<file path="config.mk">
export PLATFORM = sky130hd
export DESIGN_NAME = onehot_dec_seq_flat
export DESIGN_NICKNAME = d
export VERILOG_FILES = /design/src/rtl/onehot_dec_pkg.sv /design/src/rtl/onehot_dec_seq_if.sv /design/src/rtl/onehot_dec_seq_dwell_counter.sv /design/src/rtl/onehot_dec_seq.sv /design/src/flat_wrapper.sv
export SDC_FILE = /design/constraint.sdc
export NUM_CORES = 1
export LEC_CHECK = 0
export ABC_AREA = 1
export CAP_MARGIN = 20
export CELL_PAD_IN_SITES_DETAIL_PLACEMENT = 0
export CELL_PAD_IN_SITES_GLOBAL_PLACEMENT = 2
export CORE_UTILIZATION = 28
export DETAILED_ROUTE_END_ITERATION = 8
export GPL_ROUTABILITY_DRIVEN = 0
export PLACE_DENSITY = 0.85
export REMOVE_ABC_BUFFERS = 1
export SYNTH_ARGS = -nofsm -noshare
export SYNTH_HDL_FRONTEND = slang
export SYNTH_SLANG_ARGS = --single-unit
</file>
<file path="constraint.sdc">
create_clock -name clk -period 1.8 [get_ports clk]
set_clock_uncertainty 0.1 [all_clocks]
set_input_delay 0.36 -clock clk [delete_from_list [all_inputs] [get_ports clk]]
set_output_delay 0.36 -clock clk [all_outputs]
set_load 0.01 [all_outputs]
</file>
<file path="src/rtl/onehot_dec_pkg.sv">
// Shared types and helpers for the registered one-hot decoder.
package onehot_dec_pkg;

  localparam int MAX_SEL_W = 6;

  typedef enum logic [1:0] {
    IDLE = 2'd0,
    HOLD = 2'd1,
    SCAN = 2'd2
  } dec_state_t;

  // Widest one-hot pattern; callers size-cast down to their own line count.
  function automatic logic [63:0] onehot64(input logic [MAX_SEL_W-1:0] idx);
    return 64'd1 << idx;
  endfunction

endpackage

</file>
<file path="src/rtl/onehot_dec_seq_if.sv">
// Handshake, configuration and output bundle of onehot_dec_seq.
interface onehot_dec_seq_if #(
  parameter int SEL_W   = 3,
  parameter int DWELL_W = 4
);
  localparam int OUT_W = 1 << SEL_W;

  logic               mode;
  logic [DWELL_W-1:0] dwell;
  logic               in_valid;
  logic               in_ready;
  logic [SEL_W-1:0]   sel;
  logic [OUT_W-1:0]   out;
  logic               out_valid;
  logic               out_ready;
  logic               scan_wrap;

  modport master (
    output mode, dwell, in_valid, sel, out_ready,
    input  in_ready, out, out_valid, scan_wrap
  );

  modport slave (
    input  mode, dwell, in_valid, sel, out_ready,
    output in_ready, out, out_valid, scan_wrap
  );

endinterface

</file>
<file path="src/rtl/onehot_dec_seq_dwell_counter.sv">
// Dwell down-counter: loaded with the dwell value at each line start, flags
// terminal count when it reaches zero so a line lasts dwell+1 cycles.
module dwell_counter #(
  parameter int W = 4
) (
  input  logic         clk,
  input  logic         rst_n,
  input  logic         i_clr,
  input  logic         i_load,
  input  logic [W-1:0] i_load_val,
  input  logic         i_en,
  output logic         o_tc
);

  logic [W-1:0] r_cnt;

  always_ff @(posedge clk or negedge rst_n) begin
    if (!rst_n) begin
      r_cnt <= '0;
    end else if (i_clr) begin
      r_cnt <= '0;
    end else if (i_load) begin
      r_cnt <= i_load_val;
    end else if (i_en && (r_cnt != '0)) begin
      r_cnt <= r_cnt - 1'b1;
    end
  end

  assign o_tc = (r_cnt == '0);

endmodule

</file>
<file path="src/rtl/onehot_dec_seq.sv">
// Registered binary-to-one-hot decoder with valid/ready handshake and auto-scan.
// Build option ONEHOT_DEC_ACTIVE_LOW_EN: drive out as the inverted one-hot code.
//
// state | meaning
// IDLE  | no valid code on out, waiting for sel or mode=1
// HOLD  | out holds 1<<sel until the consumer accepts it
// SCAN  | out walks line 0..OUT_W-1, each held dwell+1 cycles
module onehot_dec_seq
  import onehot_dec_pkg::*;
#(
  parameter int SEL_W   = 3,
  parameter int DWELL_W = 4
) (
  input logic              clk,
  input logic              rst_n,
  onehot_dec_seq_if.slave  bus
);

  localparam int OUT_W = 1 << SEL_W;

  dec_state_t       r_state;
  logic [OUT_W-1:0] r_onehot;
  logic             r_out_valid;
  logic             r_scan_wrap;
  logic [SEL_W-1:0] r_idx;

  logic             w_in_ready;
  logic             w_enter_scan;
  logic             w_tc;
  logic             w_load;
  logic             w_clr;
  logic [OUT_W-1:0] w_sel_line;
  logic [OUT_W-1:0] w_next_line;
  logic [SEL_W-1:0] w_idx_nxt;

  assign w_in_ready  = (r_state != SCAN) && (!r_out_valid || bus.out_ready);
  assign w_idx_nxt   = r_idx + 1'b1;
  assign w_sel_line  = OUT_W'(onehot64(MAX_SEL_W'(bus.sel)));
  assign w_next_line = OUT_W'(onehot64(MAX_SEL_W'(w_idx_nxt)));

  // A pending HOLD code must be accepted before scan may take over the output.
  assign w_enter_scan = bus.mode &&
                        ((r_state == IDLE) || ((r_state == HOLD) && bus.out_ready));
  assign w_load = w_enter_scan || ((r_state == SCAN) && bus.mode && w_tc);
  assign w_clr  = (r_state == SCAN) && !bus.mode;

  dwell_counter #(.W(DWELL_W)) u_dwell (
    .clk        (clk),
    .rst_n      (rst_n),
    .i_clr      (w_clr),
    .i_load     (w_load),
    .i_load_val (bus.dwell),
    .i_en       (r_state == SCAN),
    .o_tc       (w_tc)
  );

  always_ff @(posedge clk or negedge rst_n) begin
    if (!rst_n) begin
      r_state     <= IDLE;
      r_onehot    <= '0;
      r_out_valid <= 1'b0;
      r_scan_wrap <= 1'b0;
      r_idx       <= '0;
    end else begin
      r_scan_wrap <= 1'b0;
      if (w_enter_scan) begin
        r_state     <= SCAN;
        r_idx       <= '0;
        r_onehot    <= OUT_W'(1);
        r_out_valid <= 1'b1;
      end else begin
        case (r_state)
          IDLE: begin
            if (bus.in_valid && w_in_ready) begin
              r_state     <= HOLD;
              r_onehot    <= w_sel_line;
              r_out_valid <= 1'b1;
            end
          end
          HOLD: begin
            if (bus.out_ready) begin
              if (bus.in_valid) begin
                r_onehot <= w_sel_line;
              end else begin
                r_state     <= IDLE;
                r_out_valid <= 1'b0;
`ifdef ONEHOT_DEC_ACTIVE_LOW_EN
                r_onehot    <= '0;
`endif
              end
            end
          end
          SCAN: begin
            if (!bus.mode) begin
              r_state     <= IDLE;
              r_out_valid <= 1'b0;
              r_idx       <= '0;
`ifdef ONEHOT_DEC_ACTIVE_LOW_EN
              r_onehot    <= '0;
`endif
            end else if (w_tc) begin
              r_idx       <= w_idx_nxt;
              r_onehot    <= w_next_line;
              r_scan_wrap <= &r_idx;
            end
          end
          default: begin
            r_state     <= IDLE;
            r_out_valid <= 1'b0;
          end
        endcase
      end
    end
  end

  assign bus.in_ready  = w_in_ready;
  assign bus.out_valid = r_out_valid;
  assign bus.scan_wrap = r_scan_wrap;
`ifdef ONEHOT_DEC_ACTIVE_LOW_EN
  assign bus.out = ~r_onehot;
`else
  assign bus.out = r_onehot;
`endif

endmodule
</file>
<file path="src/flat_wrapper.sv">
// flat-port wrapper written by rule: the top's interface ports become plain ports
module onehot_dec_seq_flat import onehot_dec_pkg::*;
#(
  parameter int SEL_W   = 3,
  parameter int DWELL_W = 4
)
  (clk, rst_n, bus_mode, bus_dwell, bus_in_valid, bus_sel, bus_out_ready, bus_in_ready, bus_out, bus_out_valid, bus_scan_wrap);
  onehot_dec_seq_if #(.SEL_W(SEL_W), .DWELL_W(DWELL_W)) bus_i ();
  input logic clk;
  input logic rst_n;
  input wire logic [$bits(bus_i.mode)-1:0] bus_mode;
  input wire logic [$bits(bus_i.dwell)-1:0] bus_dwell;
  input wire logic [$bits(bus_i.in_valid)-1:0] bus_in_valid;
  input wire logic [$bits(bus_i.sel)-1:0] bus_sel;
  input wire logic [$bits(bus_i.out_ready)-1:0] bus_out_ready;
  output wire logic [$bits(bus_i.in_ready)-1:0] bus_in_ready;
  output wire logic [$bits(bus_i.out)-1:0] bus_out;
  output wire logic [$bits(bus_i.out_valid)-1:0] bus_out_valid;
  output wire logic [$bits(bus_i.scan_wrap)-1:0] bus_scan_wrap;
  assign bus_i.mode = bus_mode;
  assign bus_i.dwell = bus_dwell;
  assign bus_i.in_valid = bus_in_valid;
  assign bus_i.sel = bus_sel;
  assign bus_i.out_ready = bus_out_ready;
  assign bus_in_ready = bus_i.in_ready;
  assign bus_out = bus_i.out;
  assign bus_out_valid = bus_i.out_valid;
  assign bus_scan_wrap = bus_i.scan_wrap;
  onehot_dec_seq #(.SEL_W(SEL_W), .DWELL_W(DWELL_W)) u_core (.clk(clk), .rst_n(rst_n), .bus(bus_i));
endmodule
</file>
==> run metrics <==
status=completed; Max-Cap Viols=0; syn avg cell area=7.260 µm²; drt first pass iters=4; post-synthesis sequential area ratio=40.43%; IO buf count=22; Clock Latency Late Sink=between 0.2 and 0.3 ns; worst vdd ir=about 660 µV; routed wire length=2879 µm; worst-path fanout max=2; post-cts hold buffer count=0; Area Overhead vs Synth=46.81%; vias in the first global route=1094; WL per Instance=11.20 µm; WHS=~0.34 ns; antenna-violating nets left=0; Setup CP Type=in2out; Hold Fails Final Rpt=0; clock sinks=19; worst endpoint data arrival time=1.30 ns; Final Instance Area=1727 µm²; Slew HR=77.60%; Longest Clk Path Bufs=2; # diodes=0; CP Capture Type=output pin; Cell Area, Synth=1176 µm²; Non-Filler Instances=257; CORE AREA=between 4000 and 5000 µm²; total number of vias=1124; final-report setup violation count=0; top cell type's share of synthesized area=40.43%; row count=23; initial core utilization=29.19%; worst slew pin tran=0.3350 ns; H-Tree Depth=1; die area=4464 µm²; Global Route Usage Sum=14.38%; Tcrit/Tclk final=between 90% and 100%; most frequent cells in the layout=46 x nand2_1, 21 x nand3_1, 21 x clkdlybuf4s50_1; Root Buffer=clkbuf_8; placed cells=roughly 250; hpwl dp=2165 µm; commonest non-fill, non-tap cell in the layout=nand2_1; Final min period=1.764 ns; global-route wire length before repair=4719 µm; synth top area cells=dfrtp_1 40%, nand2_1 16%, nand3_1 9.4%; R2R depth=11; die height=66.81 µm; crit path launch type=input port; initial antenna violation count=0; Max Slew Vio Count=0; nets@finish=226; Synth area leader=dfrtp_1; Yosys reg bits=19; clock-pin slew on the worst setup and hold paths=0.08 ns; register area=475.5 µm²; f_max=roughly 570 MHz; Initial DRC Count=34; layout cells sized above 1=22.22%; vias per cell=~4.4; area of the multi-input gates=663.1 µm²; Netlist cell types=20; power per cell area=1585 nW/µm²; Cells after Synth=about 160; Die W=66.81 µm; Leak=0.0008791 µW; DRC errors left=0; fillers=between 400 and 500; largest net degree at the start of global routing=20; worst hold-check path type=in2async; Ys Warns=0; Placed Area=1551 µm²; Worst Path Required=~1.3 ns; CTS tree=yes; number of I/O pins=23; total congestion overflow=0; total CTS buffers=3
worst paths after layout:
| check | end | slack, ns | from |
|---|---|---|---|
| worst min register to register | u_core.bus.out[7] | 0.37 | u_core.bus.out[7] |
| worst max-delay path | bus_in_ready | 0.04 | bus_out_ready |
| worst min-delay path | u_core.bus.out[7] | 0.34 | rst_n |
| worst max register to register | u_core.bus.out[3] | 0.11 | u_core.r_state[1] |
| max in group asynchronous | u_core.r_idx[0] | 1.05 | rst_n |
| min in group clk | u_core.bus.out[7] | 0.37 | u_core.bus.out[7] |
repair_timing:
action | CTS | global route
gates resized for setup | 4 | 19
setup buffers | 2 | 5
endpoints found under the setup margin | 11 | 19
pin swaps | 1 | 4
layer usage:
layer  share of wire, %  wire length (µm)  track usage [%]
met5                  0                 0                0
met2                 49              1417            25.76
met1                 46              1319            16.30
met3                3.1                88            2.740
met4                1.9                54            6.383
worst max-delay path, stage by stage:
cell	delay [ns]
clkdlybuf4s50_1	0.48
inv_1	0.06
a21oi_1	0.14
clkdlybuf4s15_1	0.26
cells by family after synthesis:
kind of cell	after synthesis	share of synthesized area [%]
adders and majority gates	6	6.383
DFF	19	40.43
and+or+nand+nor	99	37.98
muxes	1	0.8511
buffers and inverters	23	7.765
AOI/OAI and AO/OA	12	5.106
xor gates and xnor gates	2	1.490
layout make-up:
type	instances	area share (%)
clock buffers	3	2.391
clock inverters	1	0.2899
inverters	21	4.710
multi-input cells	120	38.41
flip-flops and latches	19	27.54
well taps	50	3.623
repair buffers	43	23.04
power by group:
group	internal, µW	total (µW)	switching [µW]	leakage (µW)
combinational	789	1760	976	0.000604
clock	154	311	157	0.0000255
sequential	571	661	89.7	0.000250
cell usage after synthesis, drive strengths merged:
| cell type | instances |
|---|---|
| nand2 | 57 |
| nand3 | 22 |
| inv | 21 |
| dfrtp | 19 |
| nor2 | 18 |
| o21ai | 9 |
| ha | 6 |
| a21oi | 3 |
| buf | 2 |
| mux2i | 1 |
| nand4 | 1 |
| or2 | 1 |
| xnor2 | 1 |
| xor2 | 1 |
metrics by stage:
step	setup slack [ns]	TNS [ns]	util [%]	power, µW
floorplan	0.1051	0	-	1635
global placement	-0.2452	-3.106	38.51	2170
detailed placement	-0.2449	-3.020	38.51	2187
CTS	0.01650	0	40.40	2597
global route	-0.01505	-0.01677	42.86	3008
finish	0.03633	0	42.86	2737
registers in the layout (all words and copies together), names as in the netlist:
name	cells
u_core.r_idx	3
u_core.bus.scan_wrap	1
u_core.u_dwell.r_cnt	4
u_core.bus.out_valid	1
u_core.r_state	2
u_core.bus.out	8
No activity file was read; power rests on OpenSTA's default activity.
